==> src/rtl/module_uart_tx_pkg.sv <==
// Shared types and widths for the UART transmit path.
package pkg_uart;

    typedef enum logic [2:0] {
        TX_IDLE,
        TX_START,
        TX_DATA,
        TX_PARITY,
        TX_STOP
    } tx_state_t;

    localparam int UART_DATA_W   = 8;
    localparam int UART_BITIDX_W = 3;

endpackage

==> src/rtl/module_uart_tx_baud_tick.sv <==
// Bit-period counter: counts 0..CLKS_PER_BIT-1 while enabled and flags the last
// cycle (tick_o) and the one before it (pre_tick_o) so callers can register end-of-bit events.
module module_baud_tick #(
    parameter int CLKS_PER_BIT = 10416
) (
    input  logic clk_i,
    input  logic rst_i,
    input  logic clr_i,
    input  logic en_i,
    output logic tick_o,
    output logic pre_tick_o
);

    localparam int CNT_W = (CLKS_PER_BIT > 2) ? $clog2(CLKS_PER_BIT) : 1;

    logic [CNT_W-1:0] cnt;

    assign tick_o     = (cnt == CNT_W'(CLKS_PER_BIT - 1));
    assign pre_tick_o = (cnt == CNT_W'(CLKS_PER_BIT - 2));

    always_ff @(posedge clk_i) begin
        if (rst_i) begin
            cnt <= '0;
        end else if (clr_i) begin
            cnt <= '0;
        end else if (en_i) begin
            cnt <= tick_o ? '0 : cnt + CNT_W'(1);
        end
    end

endmodule

==> src/rtl/module_uart_tx.sv <==
// UART 8N1 transmit serializer; define UART_TX_PARITY_EN to insert a parity bit
// (even/odd chosen by PARITY_ODD) between D7 and the stop bit.
module module_uart_tx
    import pkg_uart::*;
#(
    parameter int CLKS_PER_BIT = 10416,
    parameter int PARITY_ODD   = 0
) (
    input  logic                   clk_i,
    input  logic                   rst_i,
    input  logic                   send_i,
    input  logic [UART_DATA_W-1:0] data_i,
    output logic                   tx_o,
    output logic                   busy_o,
    output logic                   done_o
);

`ifdef UART_TX_PARITY_EN
    localparam bit PAR_EN = 1'b1;
`else
    localparam bit PAR_EN = 1'b0;
`endif

    tx_state_t                state, state_nxt;
    logic [UART_DATA_W-1:0]   sr, sr_nxt;
    logic [UART_BITIDX_W-1:0] idx, idx_nxt;
    logic                     par, par_nxt;
    logic                     tx_nxt, busy_nxt, done_nxt;
    logic                     clr, tick, pre_tick;

    module_baud_tick #(
        .CLKS_PER_BIT(CLKS_PER_BIT)
    ) u_baud (
        .clk_i     (clk_i),
        .rst_i     (rst_i),
        .clr_i     (clr),
        .en_i      (state != TX_IDLE),
        .tick_o    (tick),
        .pre_tick_o(pre_tick)
    );

    // Outputs are computed one cycle ahead so tx_o/busy_o/done_o come straight from flops.
    always_comb begin
        state_nxt = state;
        sr_nxt    = sr;
        idx_nxt   = idx;
        par_nxt   = par;
        tx_nxt    = tx_o;
        busy_nxt  = busy_o;
        done_nxt  = 1'b0;
        clr       = 1'b0;
        case (state)
            TX_IDLE: begin
                tx_nxt   = 1'b1;
                busy_nxt = 1'b0;
                if (send_i) begin
                    sr_nxt    = data_i;
                    idx_nxt   = '0;
                    par_nxt   = (PARITY_ODD != 0) ? ~^data_i : ^data_i;
                    clr       = 1'b1;
                    state_nxt = TX_START;
                    tx_nxt    = 1'b0;
                    busy_nxt  = 1'b1;
                end
            end
            TX_START: begin
                if (tick) begin
                    state_nxt = TX_DATA;
                    tx_nxt    = sr[0];
                end
            end
            TX_DATA: begin
                if (tick) begin
                    sr_nxt = sr >> 1;
                    if (idx == UART_BITIDX_W'(UART_DATA_W - 1)) begin
                        state_nxt = PAR_EN ? TX_PARITY : TX_STOP;
                        tx_nxt    = PAR_EN ? par : 1'b1;
                    end else begin
                        idx_nxt = idx + UART_BITIDX_W'(1);
                        tx_nxt  = sr[1];
                    end
                end
            end
            TX_PARITY: begin
                if (tick) begin
                    state_nxt = TX_STOP;
                    tx_nxt    = 1'b1;
                end
            end
            TX_STOP: begin
                done_nxt = pre_tick;
                if (tick) begin
                    state_nxt = TX_IDLE;
                    tx_nxt    = 1'b1;
                    busy_nxt  = 1'b0;
                end
            end
            default: begin
                state_nxt = TX_IDLE;
                tx_nxt    = 1'b1;
                busy_nxt  = 1'b0;
            end
        endcase
    end

    always_ff @(posedge clk_i) begin
        if (rst_i) begin
            state  <= TX_IDLE;
            sr     <= '0;
            idx    <= '0;
            par    <= 1'b0;
            tx_o   <= 1'b1;
            busy_o <= 1'b0;
            done_o <= 1'b0;
        end else begin
            state  <= state_nxt;
            sr     <= sr_nxt;
            idx    <= idx_nxt;
            par    <= par_nxt;
            tx_o   <= tx_nxt;
            busy_o <= busy_nxt;
            done_o <= done_nxt;
        end
    end

endmodule

==> config.mk <==
export PLATFORM = sky130hd
export DESIGN_NAME = module_uart_tx
export DESIGN_NICKNAME = d
export VERILOG_FILES = /design/src/rtl/module_uart_tx_pkg.sv /design/src/rtl/module_uart_tx_baud_tick.sv /design/src/rtl/module_uart_tx.sv
export SDC_FILE = /design/constraint.sdc
export NUM_CORES = 1
export LEC_CHECK = 0
export BUFFER_PORTS_ARGS = -buffer_cell sky130_fd_sc_hd__buf_2
export CORE_MARGIN = 4
export CORE_UTILIZATION = 40
export DETAILED_ROUTE_END_ITERATION = 10
export SLEW_MARGIN = 30
export SYNTH_ARGS = -nofsm -noshare
export SYNTH_HDL_FRONTEND = slang
export SYNTH_SLANG_ARGS = --single-unit
==> constraint.sdc <==
create_clock -name clk_i -period 2.63 [get_ports clk_i]
set_clock_uncertainty 0.15 [all_clocks]
set_input_delay 0.1315 -clock clk_i [delete_from_list [all_inputs] [get_ports clk_i]]
set_output_delay 0.1315 -clock clk_i [all_outputs]
set_load 0.02 [all_outputs]
======== After elaboration in Yosys (flattened, before gate mapping) ========
Index checks and enable logic that the tools add are counted.
storage, ports and cells
  register bits ........................... 31
  input port bits ......................... 11
  output and inout port bits .............. 3
  logic and storage cells ................. 63
operators by class
  $add $sub $neg .......................... 2
  equal/unequal tests ..................... 15
  muxes and demuxes ....................... 25
  bitwise gates (word level) .............. 2
  reductions and logical operators ........ 12
operator list
  operator                                                number
  equality test 14 bit (second input constant)            2
  two-way mux 3 bit                                       9
  two-way mux 8 bit                                       2
  case mux 8 bit (2 select lines)                         1
  case mux 3 bit (5 select lines)                         1
  adder 14 x 1 -> 14 bit (second input constant)          1
  two-way mux 14 bit                                      1
  inequality test 2 x 1 -> 1 bit (second input constant)  5
  two-way mux 1 bit                                       8
  equality test 3 x 2 -> 1 bit (second input constant)    2
  equality test 3 bit (second input constant)             2
  inequality test 2 bit (second input constant)           3
  case mux 3 bit (2 select lines)                         1
  AND reduction 3 bit                                     2
  AND reduction 6 bit                                     1
  OR reduction 2 bit                                      3
  case mux 1 bit (4 select lines)                         1
  AND reduction 4 bit                                     1
  adder 3 x 1 -> 3 bit (second input constant)            1
  equality test 3 x 1 -> 1 bit (second input constant)    1
  zero test 3 bit                                         1
  case mux 1 bit (3 select lines)                         1
  nonzero test 3 bit                                      1
  OR reduction 3 bit                                      1
  other kinds (3)                                         4

======== Depth between registers and ports, before layout ========
Gate-level depths: netlist of run 1.
  depth after elaboration ................. 4
  gate-level depth with buffers ........... 7
  gate-level depth less buffers ........... 6

======== By module ========
A second synthesis of run 1 with hierarchy kept.
second synthesis, totals
  cells, all modules ...................... 188
  area, all modules ....................... 1617.8 sq um
by module, submodules not included
  module            times used  cells each  area an instance (sq um)  seq. area each (sq um)
  module_uart_tx    1           110         922.1                     340.3
  module_baud_tick  1           78          695.7                     280.3

======== Worst setup path before layout of run 1 ========
Ideal clock, no wire load.
  kind .................................... reg-to-reg
  start ................................... register u_baud.cnt[1]
  end ..................................... register sr[1]
  setup time .............................. 0.122 ns
  arrival ................................. 1.547 ns
  required time ........................... 2.358 ns
  setup slack ............................. 0.811 ns
  cell stages (with the launch flop) ...... 7
  cells stage by stage .................... dfxtp_1 -> ha_1 -> and3_2 -> clkbuf_4 -> nand4_4 -> or3_2 -> o311a_1
on the way
  word-level cells in the longest chain between the ends .. 3
ends and longest elaborated chain
  item                                      RTL line                        RTL
  start: declaration                        module_uart_tx_baud_tick.sv:16  logic [CNT_W-1:0] cnt;
  start signal: assignment                  module_uart_tx_baud_tick.sv:27  cnt <= tick_o ? '0 : cnt + CNT_W'(1);
  equality test 14 bit                      module_uart_tx_baud_tick.sv:18  assign tick_o = (cnt == CNT_W'(CLKS_PER_BIT - 1));
  inequality test 2 x 1 -> 1 bit (no line)  --
  AND reduction 3 bit (no line)             --
  end signal: assignment                    module_uart_tx.sv:117           sr <= sr_nxt;
  end: declaration                          module_uart_tx.sv:25            logic [UART_DATA_W-1:0] sr, sr_nxt;
Every way passes these cells.
A chain may end at the register's enable or synchronous reset.

======== Worst setup path after layout of run 1 ========
  start ................................... register state[1]
  end ..................................... register sr[5]
on the way
  word-level cells in the longest chain between the ends .. 3
ends and longest elaborated chain
  item                                                                    RTL line               RTL
  start: declaration                                                      module_uart_tx.sv:24   tx_state_t state, state_nxt;
  start signal: assignment                                                module_uart_tx.sv:116  state <= state_nxt;
  equality test 3 x 2 -> 1 bit / zero test 3 bit (equally long branches)  module_uart_tx.sv:52   case (state)
  inequality test 2 x 1 -> 1 bit (no line) (tied with other cells)        --
  AND reduction 3 bit (no line)                                           --
Parallel ways exist; a longest one is shown, timed or not.

==> results by group, run 1 <==
Timing
  – Tmin final: 2.14 ns
  – Tcrit/Tclk final: 81.3%
  – Setup violators final: 0
  – RSZ-0062 raised after global routing: no
  – Rel. slew slack: between 50 and 60%
  – Final hold viol count: 0
  – Max Clock Freq: 468 MHz
  – Post-route setup TNS: 0 ns
  – Measured slew at the worst slew-check pin: a little over 0.6 ns
  – Count of pins over their slew limit: 0

Synthesis
  – Synthesized flop and latch total: 31
  – Number of flops mapped to enable cells by yosys: 0
  – Post-synth cell types: 46
  – Share of flip-flops with an asynchronous set or reset: 0%
  – Sequential area share after synthesis: between 30% and 40%
  – Syn Nets: slightly below 200
  – Main synth FF type: dfxtp_1
  – Syn. warnings: 0
  – Syn Area/Cell: approximately 9 µm²
  – Post-synth design cell area: 1640 µm²
  – Mapped Cells: around 180
  – Yosys top cell by area: dfxtp_1
  – Ranking of synthesized cells by area: dfxtp_1 38%, xor2_1 5.4%, nor2_1 4.4%
  – Post-synth top area share: a little under two fifths

Floorplanning
  – Row cnt: 22
  – Die H: a little over 70 µm
  – Die Wd: about 72 µm
  – Num ports: 14
  – Initial Util: 43.1%
  – Die Area: 5180 µm²
  – CORE AREA: about 3800 µm²

Worst setup path
  – Delay-heaviest family, CP: simple AND/OR/NAND/NOR gates
  – Startpoint types: flop
  – Critical path type: flop to flop
  – CP Cell Sequence: or3b_1, or3_2, o311a_1
  – Largest stage delay, worst path: ~0.64 ns
  – WP data required: about 2.6 ns
  – Crit end category: flop
  – Crit-path slowest cell: or3b_1
  – CP max FO: 20
  – CP arrival: roughly 2.2 ns
  – Buf/Inv on CP: 0

Worst hold path
  – Hold Path Class: input port to flop

Clocking
  – CTS tree: built
  – Clock slew at reported path FFs: ~0.070 ns
  – CTS Sinks: 31
  – Clock latency on the worst-skew pair: about 0.28 ns
  – Gates resized, CTS repair: 0
  – CTS root buf: clkbuf_8
  – Setup bufs post-CTS: 0
  – Clock buffer depth: 2
  – CTS Buf Count: 5
  – Number of H-tree levels: 2

Layout
  – Fillcell total: roughly 370
  – Antenna diodes: 0
  – Area growth syn-to-layout: 11.7%
  – Commonest cells after routing, fill and taps aside: 31 x dfxtp_1, 19 x nor2_1, 18 x nand2_1
  – Final core area utilization: slightly below 50%
  – Layout cells sized above 1: between 20% and 30%
  – Post-layout nets: approximately 210
  – Most common library cell in the layout ignoring fill and taps: dfxtp_1

Power
  – Clk pwr share: roughly 46%
  – Switch Pwr: ~0.00024 W
  – Power density over the cells: just under 600 nW/µm²
  – Flop pwr share: 46.9%
  – Combinational fraction of design power: under 10%
  – Max IR drop VDD: between 400 and 500 µV
  – P_int: between 0.0008 and 0.0009 W
  – Static Leak: ~0.65 nW
  – Design Power: around 0.0011 W
  – Switching share of power: 22.3%

Place
  – I/O Buffers: 13
  – HPWL after DPL: 2340 µm
  – GPL Wtd Cong: roughly 0.82

Detailed routing
  – Routed WL: about 3400 µm
  – Drt wl/cell: between 10 and 15 µm
  – DRC violations left: 0
  – Drt first pass iters: 4
  – Iteration-0 DRC Markers: ~100
  – Post-route ant nets: 0
  – Post-DR vias/cell: about 5.8
  – Vias: about 1.4k

Global route
  – GRT overflow: 0
  – Total GRT Usage: 14.1%
  – Initial antenna violation count: 0
  – Number of global-route vias before repair: 1281
  – Largest net degree at the start of global routing: 21
  – First-pass GRT wire length: 5800 µm

Run
  – Max-cap violations: 0

Outcome
  – Status: completed
state kept, by name, indices dropped and copies added, names as in the netlist:
name / cells
tx_o: 1
state: 3
idx: 3
u_baud.cnt: 14
busy_o: 1
done_o: 1
sr: 8
power by group through the flow:
| stage | clock network [W] | registers, W | logic [W] |
|---|---|---|---|
| finish | 0.000484 | 0.000499 | 0.0000805 |
| global route | 0.000519 | 0.000500 | 0.0000903 |
| CTS | 0.000499 | 0.000498 | 0.0000807 |
| detailed placement | 0 | 0.000509 | 0.0000793 |
| global placement | 0 | 0.000508 | 0.0000785 |
| floorplan | 0 | 0.000507 | 0.0000581 |
synth_stat cells (2+ instances only):
| cell type | n |
|---|---|
| buf_2 | 4 |
| o211ai_1 | 3 |
| nand3_1 | 7 |
| ha_1 | 4 |
| a21oi_1 | 9 |
| and4bb_2 | 2 |
| nor2_1 | 19 |
| o21ai_0 | 6 |
| nand2_1 | 18 |
| or3_2 | 5 |
| dfxtp_1 | 31 |
| clkbuf_1 | 4 |
| nor3b_1 | 2 |
| inv_1 | 2 |
| xor2_1 | 10 |
| nor3_1 | 3 |
| buf_6 | 2 |
| and4_2 | 2 |
| and4_1 | 2 |
| o311a_1 | 7 |
| nand4_1 | 6 |
| a31oi_1 | 6 |
| or3_1 | 5 |
| a211oi_1 | 3 |
layout make-up:
type / count / area [µm²] / area share, %
clock buffer: 6 / 82.6 / 4.52
clock inverter: 2 / 35.0 / 1.92
tap: 48 / 60.1 / 3.29
multi-input combinational: 138 / 931 / 51.0
sequential: 31 / 621 / 34.0
inverter: 2 / 7.51 / 0.411
timing repair buffer: 16 / 90.1 / 4.93
routing by layer:
| layer | vias to the layer above | share of wire [%] | track usage [%] |
|---|---|---|---|
| met5 | - | 0 | 0 |
| met4 | 0 | 1.1 | 4.38 |
| met3 | 4 | 4.3 | 4.43 |
| met2 | 27 | 45 | 21.8 |
| met1 | 668 | 49 | 18.6 |
| li1 | 699 | - | - |
cell families after synthesis:
kind of cell | after synthesis | share of synthesized area (%)
DFF | 31 | 37.9
muxes | 2 | 1.30
and+or+nand+nor | 83 | 30.4
xor gates and xnor gates | 11 | 5.89
adders and majority gates | 4 | 3.06
AOI/OAI and AO/OA | 38 | 16.3
buffers and inverters | 15 | 5.13
worst paths after layout:
| check | startpoint | to | slack (ns) | cells past startpoint |
|---|---|---|---|---|
| setup / recovery | state[1] | sr[5] | 0.49 | 3 |
| hold reg to reg | idx[2] | idx[2] | 0.34 | 2 |
| setup reg to reg | state[1] | sr[5] | 0.49 | 3 |
| hold / removal | rst_i | idx[2] | 0.06 | 2 |
repair_timing:
action,4_1_cts,5_1_grt
endpoints found under the setup margin,0,0
hold endpoints to repair,1,0
hold buffers,1,0
per-stage QoR:
step                cell area (µm²)  hold slack (ns)  worst slack (ns)  instances
floorplan                      1640            0.130             0.811        184
global placement               1700            0.256             0.532        234
detailed placement             1700            0.254             0.499        234
CTS                            1830           0.0558             0.498        243
global route                   1830           0.0655             0.294        243
finish                         1830           0.0645             0.491        243
(Power assumes the default switching activity.)
==> inputs of run 2 (changes only) <==
--- a/config.mk
+++ b/config.mk
@@ -5,6 +5,7 @@
 export SDC_FILE = /design/constraint.sdc
 export NUM_CORES = 1
 export LEC_CHECK = 0
+export ABC_AREA = 1
 export BUFFER_PORTS_ARGS = -buffer_cell sky130_fd_sc_hd__buf_2
 export CORE_MARGIN = 4
 export CORE_UTILIZATION = 40
==> constraint.sdc (replaced) <==
create_clock -name clk_i -period 1.74 [get_ports clk_i]
set_clock_uncertainty 0.15 [all_clocks]
set_input_delay 0.087 -clock clk_i [delete_from_list [all_inputs] [get_ports clk_i]]
set_output_delay 0.087 -clock clk_i [all_outputs]
set_load 0.02 [all_outputs]
==> results by group, run 2 <==
Clocking
  – CTS Buf Count: 5
  – Clock latency on the worst-skew pair: about 0.28 ns
  – CTS Sinks: 31
  – Clock slew at reported path FFs: ~0.070 ns
  – Clock buffer depth: 2
  – CTS root buf: clkbuf_8
  – Number of H-tree levels: 2
  – CTS tree: built

Layout
  – Top Registers: u_baud.cnt (14), sr (8)
  – Most common library cell in the layout ignoring fill and taps: nand2_1
  – Largest register FFs: 14
  – Layout cells sized above 1: between 20% and 30%
  – Fillcell total: 411
  – Commonest cells after routing, fill and taps aside: 81 x nand2_1, 30 x nor2_1, 26 x dfxtp_1
  – Antenna diodes: 0
  – Area growth syn-to-layout: 19.8%
  – Post-layout nets: about 300
  – Largest register by flop count: u_baud.cnt

Timing
  – Max Clock Freq: 614 MHz
  – RSZ-0062 raised after global routing: no
  – Post-route setup TNS: 0 ns
  – Count of pins over their slew limit: 0
  – Rel. slew slack: between 70% and 80%
  – Measured slew at the worst slew-check pin: between 0.3 and 0.4 ns
  – Setup violators final: 0
  – WHS: 0.0118 ns
  – Final hold viol count: 0
  – Tcrit/Tclk final: a little over nine tenths
  – Tmin final: between 1.5 and 2 ns

Synthesis
  – Post-synth top area share: 37.5%
  – Post-synth top cells: 81 x nand2_1, 31 x dfxtp_1, 31 x nor2_1
  – Syn Nets: between 200 and 300
  – Syn Area/Cell: between 6 and 7 µm²
  – Sequential area share after synthesis: a little under two fifths
  – Post-synth design cell area: between 1500 and 2000 µm²
  – Post-synth cell types: 27
  – Yosys top cell by area: dfxtp_1
  – Main synth FF type: dfxtp_1
  – Synthesized flop and latch total: 31
  – Mapped Cells: around 250
  – Number of flops mapped to enable cells by yosys: 0
  – Share of flip-flops with an asynchronous set or reset: 0%
  – Top-count cell post-synth: nand2_1
  – Ranking of synthesized cells by area: dfxtp_1 37%, nand2_1 18%, nor2_1 7.0%
  – Syn. warnings: 0

Worst setup path
  – CP arrival: between 1.5 and 2 ns
  – CP max FO: 7
  – Critical path type: flop to flop
  – Crit end category: flop
  – WP data required: 1.80 ns
  – Startpoint types: flop

Detailed routing
  – Vias: roughly 1.6k
  – DRC violations left: 0
  – Post-DR vias/cell: roughly 4.8
  – Drt wl/cell: between 10 and 15 µm
  – Routed WL: ~3600 µm
  – Drt first pass iters: 4
  – Iteration-0 DRC Markers: between 80 and 90
  – Post-route ant nets: 0

Floorplanning
  – Die H: 72.4 µm
  – Row cnt: 23
  – Die Wd: slightly above 70 µm
  – Die Area: around 5200 µm²
  – CORE AREA: roughly 4000 µm²
  – Initial Util: between 40% and 50%
  – Num ports: 14

Place
  – I/O Buffers: 13
  – GPL Wtd Cong: ~0.83
  – HPWL after DPL: ~2600 µm

Global route
  – Initial antenna violation count: 0
  – Largest net degree at the start of global routing: 15
  – GRT overflow: 0
  – First-pass GRT wire length: 6080 µm
  – Total GRT Usage: 14.7%
  – Number of global-route vias before repair: roughly 1.4k

Power
  – Max IR drop VDD: between 400 and 500 µV
  – Static Leak: about 0.87 nW
  – Power density over the cells: about 940 nW/µm²

Outcome
  – Status: completed

Worst hold path
  – Hold Path Class: input port to flop

Run
  – Max-cap violations: 0
==> run 2: area by class of cell <==
type / instances / area, µm² / area share (%)
flip-flops and latches: 31 / 627 / 31.6
well taps: 50 / 62.6 / 3.15
multi-input cells: 190 / 930 / 46.8
repair buffers: 26 / 168 / 8.45
clock buffers: 8 / 100 / 5.04
inverters: 26 / 97.6 / 4.92
==> run 2: stage by stage <==
step	cells	utilization, %	cell area (µm²)	total power, W	worst slack [ns]
2_1_floorplan	251	-	1660	0.00114	0.246
3_3_place_gp	317	45.1	1800	0.00123	0.112
3_5_place_dp	317	45.1	1800	0.00123	0.0498
4_1_cts	327	48.1	1920	0.00188	0.0220
5_1_grt	331	49.6	1980	0.00199	0.00326
6_report	331	49.6	1980	0.00186	0.110
==> run 2: repair_timing <==
| item | CTS | global route |
|---|---|---|
| setup endpoints to repair | 0 | 21 |
| hold buffers | 2 | 0 |
| resized for setup | 0 | 12 |
| endpoints found under the hold margin | 1 | 0 |
| buffers inserted | 0 | 4 |
==> run 2: critical path, stage by stage, from the launching register on <==
cell and delay, ns:
dfxtp_2 0.34, ha_2 0.19, nand3_2 0.12, nor2_4 0.13
nand2_4 0.09, nand2_4 0.13, clkbuf_4 0.18, nand3_1 0.07
a21oi_1 0.15
==> run 2: worst paths after layout <==
path	slack (ns)	cells after the start	from	to
hold / removal	0.01	3	rst_i	state[0]
setup reg to reg	0.11	8	u_baud.cnt[0]	sr[3]
hold reg to reg	0.31	2	busy_o	busy_o
setup / recovery	0.11	8	u_baud.cnt[0]	sr[3]
==> run 2: cells by family after synthesis <==
logic type	share of synthesized area, %
adder cells (fa/ha/maj)	3.02
AND/OR/NAND/NOR	41.1
flip-flops	37.5
AO/OA/AOI/OAI	8.91
buffers and inverters	7.93
XOR/XNOR	1.59
==> run 2: layer usage <==
layer	share of wire [%]	track usage (%)	wire length (µm)	vias up
met5	0	0	0	-
met4	1.8	6.26	63	0
met3	3.5	3.74	125	6
met2	47	23.4	1680	29
met1	48	19.0	1710	713
li1	-	-	-	855
==> run 2: power breakdown <==
group          internal [W]  switching (W)  total, W
clock              0.000361       0.000263  0.000624
combinational      0.000157       0.000261  0.000417
sequential         0.000775      0.0000452  0.000820
